[src/rtl/vector_write_sequencer.sv]
// vector_write_sequencer: memory-write sequencer for scalar and LANES-element vector stores
// Optional feature macro: VECTOR_WRITE_SEQUENCER_REG_OUT_EN (registers all four outputs, +1 cycle latency)
// Ports:
//   clk           rising-edge clock
//   rst           asynchronous active-low reset
//   op_type       0 = scalar store, 1 = vector store
//   vector_data   packed vector source, element i at [i*DATA_W +: DATA_W]
//   scalar_data   scalar source
//   base_address  first write address
//   write_data    data for the memory write port
//   write_address address for the memory write port
//   write_enable  memory write strobe
//   finished      store complete this cycle
module vector_write_sequencer #(
    parameter int LANES  = 20,
    parameter int DATA_W = 10,
    parameter int ADDR_W = 6
) (
    input  logic                      clk,
    input  logic                      rst,
    input  logic                      op_type,
    input  logic [LANES*DATA_W-1:0]   vector_data,
    input  logic [DATA_W-1:0]         scalar_data,
    input  logic [ADDR_W-1:0]         base_address,
    output logic [DATA_W-1:0]         write_data,
    output logic [ADDR_W-1:0]         write_address,
    output logic                      write_enable,
    output logic                      finished
);
    localparam int IW = $clog2(LANES);
    localparam logic [IW-1:0] LAST = IW'(LANES - 1);

    logic [IW-1:0]     idx;
    logic [DATA_W-1:0] elems [LANES];
    logic [DATA_W-1:0] c_data;
    logic [ADDR_W-1:0] c_addr;
    logic              c_we;
    logic              c_fin;
    logic              at_last;

    for (genvar i = 0; i < LANES; i++) begin : g_unpack
        assign elems[i] = vector_data[i*DATA_W +: DATA_W];
    end

    assign at_last = idx == LAST;

    always_comb begin
        c_addr = op_type ? base_address + ADDR_W'(idx) : base_address;
        c_data = op_type ? elems[idx] : scalar_data;
        c_we   = rst;
        c_fin  = rst & (~op_type | at_last);
    end

    // Scalar ops and the final lane both return to element 0, so back-to-back vectors restart cleanly.
    always_ff @(posedge clk or negedge rst) begin
        if (!rst)
            idx <= '0;
        else
            idx <= (!op_type || at_last) ? '0 : idx + 1'b1;
    end

`ifdef VECTOR_WRITE_SEQUENCER_REG_OUT_EN
    always_ff @(posedge clk or negedge rst) begin
        if (!rst) begin
            write_data    <= '0;
            write_address <= '0;
            write_enable  <= 1'b0;
            finished      <= 1'b0;
        end else begin
            write_data    <= c_data;
            write_address <= c_addr;
            write_enable  <= c_we;
            finished      <= c_fin;
        end
    end
`else
    assign write_data    = c_data;
    assign write_address = c_addr;
    assign write_enable  = c_we;
    assign finished      = c_fin;
`endif
endmodule

[config.mk]
export PLATFORM = sky130hd
export DESIGN_NAME = vector_write_sequencer
export DESIGN_NICKNAME = d
export VERILOG_FILES = /design/src/rtl/vector_write_sequencer.sv
export SDC_FILE = /design/constraint.sdc
export NUM_CORES = 1
export LEC_CHECK = 0
export CORE_UTILIZATION = 26
export CTS_BUF_LIST = sky130_fd_sc_hd__clkbuf_8
export DETAILED_ROUTE_END_ITERATION = 10
export PLACE_DENSITY = 0.89
export SKIP_CTS_REPAIR_TIMING = 1
export SLEW_MARGIN = 20
export SYNTH_ARGS = -nofsm -noshare
export SYNTH_HDL_FRONTEND = slang
export SYNTH_SLANG_ARGS = --single-unit
[constraint.sdc]
create_clock -name clk -period 2.35 [get_ports clk]
set_input_delay 0.47 -clock clk [delete_from_list [all_inputs] [get_ports clk]]
set_output_delay 0.47 -clock clk [all_outputs]
set_load 0.03 [all_outputs]
==> flow_summary.yaml <==
run_status:
  status: "finished, violations left"
  violations: "setup timing"
sta:
  hold_viol_final: 0
  period_minus_slack_ps: 2560
  finalSetupViolCount: 14
  period_share_pct: 109
  maxSlewViolCount: 0
  tightest_slew_ps: 355
  worst_clock_skew_ps: 1.84
  timing.final.ws_setup_ps: -214
  worst_slew_margin_rel_pct: 76.3
  timing.setup.tns_ps: -2210
  rsz0062_at_grt: "true"
  fmax_mhz: 390
clock_tree:
  cts_tree: "done"
  clk_pin_slew_ps: 40
  clock-sinks: 5
  htree_levels: 1
  clkLatencyLatePin_ps: 220
  cts_buffer_depth: 2
  cts_buffers: 3
  cts-root-buf: "clkbuf_8"
setup_path:
  critPathRequiredTime_ps: 1880
  worstPathArrival_ps: 2090
  crit_slowest_cell: "dfrtp_4"
  path_cells: "buf_12 -> buf_12 -> buf_4 -> mux4_2 -> mux2i_2 -> o211ai_1 -> buf_12"
  r2r-start: "idx[0]"
  crit_path_frequent_cell: "buf_12"
  r2r_slack_ps: 850
  cp_max_fo: 7
  critPathCaptureType: "output pin"
  r2r-end: "idx[4]"
  critPathLaunchType: "flop"
  cpPeakStageDelay_ps: 490
  path_class: "reg -> out"
  reg2regPathDepth: 7
final_layout:
  largest_reg_flops: 5
  top_register: "idx"
  drive_above_1_share_pct: 34.1
  nNetsFinal: 687
  fin_area_mm2: 0.00529
  n_antenna_cell: 0
  syn_to_final_growth_pct: 144
  top_regs: "idx x5"
yosys:
  syn-num-nets: 418
  synth_cell_types: 33
  synth_cells: 192
  synth-seq-cells: 5
  ys_warn_count: 0
  syn-cell-area_mm2: 0.00217
  seq_area_frac_synth_pct: 5.77
  avgSynthCellArea_um2: 11.3
drt:
  wl_per_cell_um: 20.4
  wirelength_um: 11500
  viasPerCell: 5.21
  postRouteAntennaNets: 0
  drtIter0Drc: 158
  remaining_drc_errors: 0
  drt-pass1-iter-count: 4
  vias: 2927
global_route:
  overflow: 0
  antenna_found_initial: 0
  grt_max_degree: 47
  grt_pass1_vias: 3061
  track_usage_pct: 24.4
  grt_pass1_wl_um: 16000
pwr:
  vdd.ir_drop.worst_v: 0.000173
  pwr-share-seq_pct: 6.9
  p_leak_nw: 2.09
  pwr-share-clk_pct: 11.5
  power.switching_w: 0.000453
  p_per_area_mw_per_mm2: 262
  power_frac_comb_pct: 81.6
  p_int_w: 0.000934
  switching_share_pct: 32.6
  p_total_w: 0.00139
floorplanning:
  die_x_um: 93.4
  die_area_mm2: 0.00871
  fp.coreArea_mm2: 0.00789
  row_count: 32
  start_util_pct: 27.5
  io_pins: 237
  die_h_um: 93.4
job:
  max_cap_viol_count: 0
placement:
  dp_hpwl_um: 9570
  io_buffers: 236
  dpl_cell_area_mm2: 0.00486
  place_congestion: 0.783
  pre_cts_ws_ps: -721
worst_hold_path:
  hold_class: "in -> async"
cell usage in the layout (no fill, tap or decap), drive strengths merged, types with 2 or more instances in the layout:
cell           count
o21ai              3
clkdlybuf4s50    214
dfrtp              5
buf               60
mux2i             11
o211ai            11
nor3b              3
and3              11
a21oi             12
xnor2              3
nand3b             2
mux4              50
ha                 6
dlymetal6s2s       6
and2               2
inv               17
a2bb2oi            9
nand2              7
clkbuf             6
mux2               4
nor2               7
cell type report:
| cell class | instances | area (um2) |
|---|---|---|
| timing repair buffer | 283 | 2870 |
| fill | 574 | 2600 |
| multi-input combinational | 152 | 2060 |
| sequential | 5 | 130 |
| tap | 102 | 128 |
| inverter | 16 | 60.1 |
| clock buffer | 3 | 41.3 |
| clock inverter | 1 | 3.75 |
cells in the mapped netlist, drive strengths merged:
cell	count	area (um2)
a2bb2oi	9	78.8
nand3b	2	15.0
nand3	1	5.00
o311a	1	10.0
and3	11	68.8
o21ai	3	15.0
buf	12	72.6
mux4	50	1130
o31ai	1	7.51
nand2b	1	6.26
fa	1	20.0
o211ai	11	82.6
mux2i	11	110
a21oi	12	60.1
inv	16	60.1
a22oi	1	7.51
a21boi	1	7.51
mux2	4	45.0
nor2	7	26.3
clkbuf	7	26.3
nor2b	1	6.26
nor3b	3	22.5
xor2	1	8.76
xnor2	3	26.3
nand2	7	26.3
ha	6	75.1
and2	2	12.5
dfrtp	5	125
a21o	1	7.51
o311ai	1	8.76
power groups by stage:
| stage | Clock [W] | Combinational (W) | Sequential [W] |
|---|---|---|---|
| after CTS | 0.000160 | 0.00105 | 0.0000951 |
| after global routing | 0.000171 | 0.00120 | 0.0000968 |
| after floorplan | 0 | 0.000462 | 0.0000957 |
| after detailed placement | 0 | 0.00104 | 0.0000962 |
| final | 0.000159 | 0.00113 | 0.0000963 |
| after global placement | 0 | 0.00102 | 0.0000962 |
kinds of logic after synthesis:
family / after synthesis / share of synthesized area [%]
muxes: 65 / 59.1
xor gates and xnor gates: 4 / 1.62
and+or+nand+nor: 35 / 8.71
buffers and inverters: 35 / 7.32
AOI/OAI and AO/OA: 41 / 13.1
adders and majority gates: 7 / 4.38
DFF: 5 / 5.77
how the worst max path moves through the flow:
stage	slack, ps	end	cells after the start	from
6_report	-210	write_data[0]	7	idx[0]
5_1_grt	-300	write_data[0]	7	idx[0]
4_1_cts	-720	write_address[2]	7	base_address[0]
3_5_place_dp	-720	write_address[2]	7	base_address[0]
3_3_place_gp	-670	write_address[2]	7	base_address[0]
2_1_floorplan	50	write_address[4]	7	idx[1]
per-layer routing:
| layer | share of wire, % | vias up | global-route usage [%] |
|---|---|---|---|
| li1 | - | 1337 | - |
| met1 | 35 | 1421 | 30.1 |
| met2 | 56 | 163 | 45.5 |
| met3 | 7.9 | 6 | 3.82 |
| met4 | 0.73 | 0 | 3.33 |
| met5 | 0 | - | 0 |
worst max-delay path: cells and delay by family (launching register included):
kind | cells | cell delay (ps)
mux | 2 | 610
compound gates | 1 | 150
flops | 1 | 490
buf+inv | 4 | 600
per-stage QoR:
| step | instances | hold WS [ps] | util (%) |
|---|---|---|---|
| floorplan | 192 | 174 | - |
| global placement | 543 | 679 | 61.7 |
| detailed placement | 543 | 700 | 61.7 |
| CTS | 547 | 574 | 62.2 |
| global route | 562 | 579 | 67.1 |
| finish | 562 | 568 | 67.1 |
No activity file was read; power rests on OpenSTA's default activity.
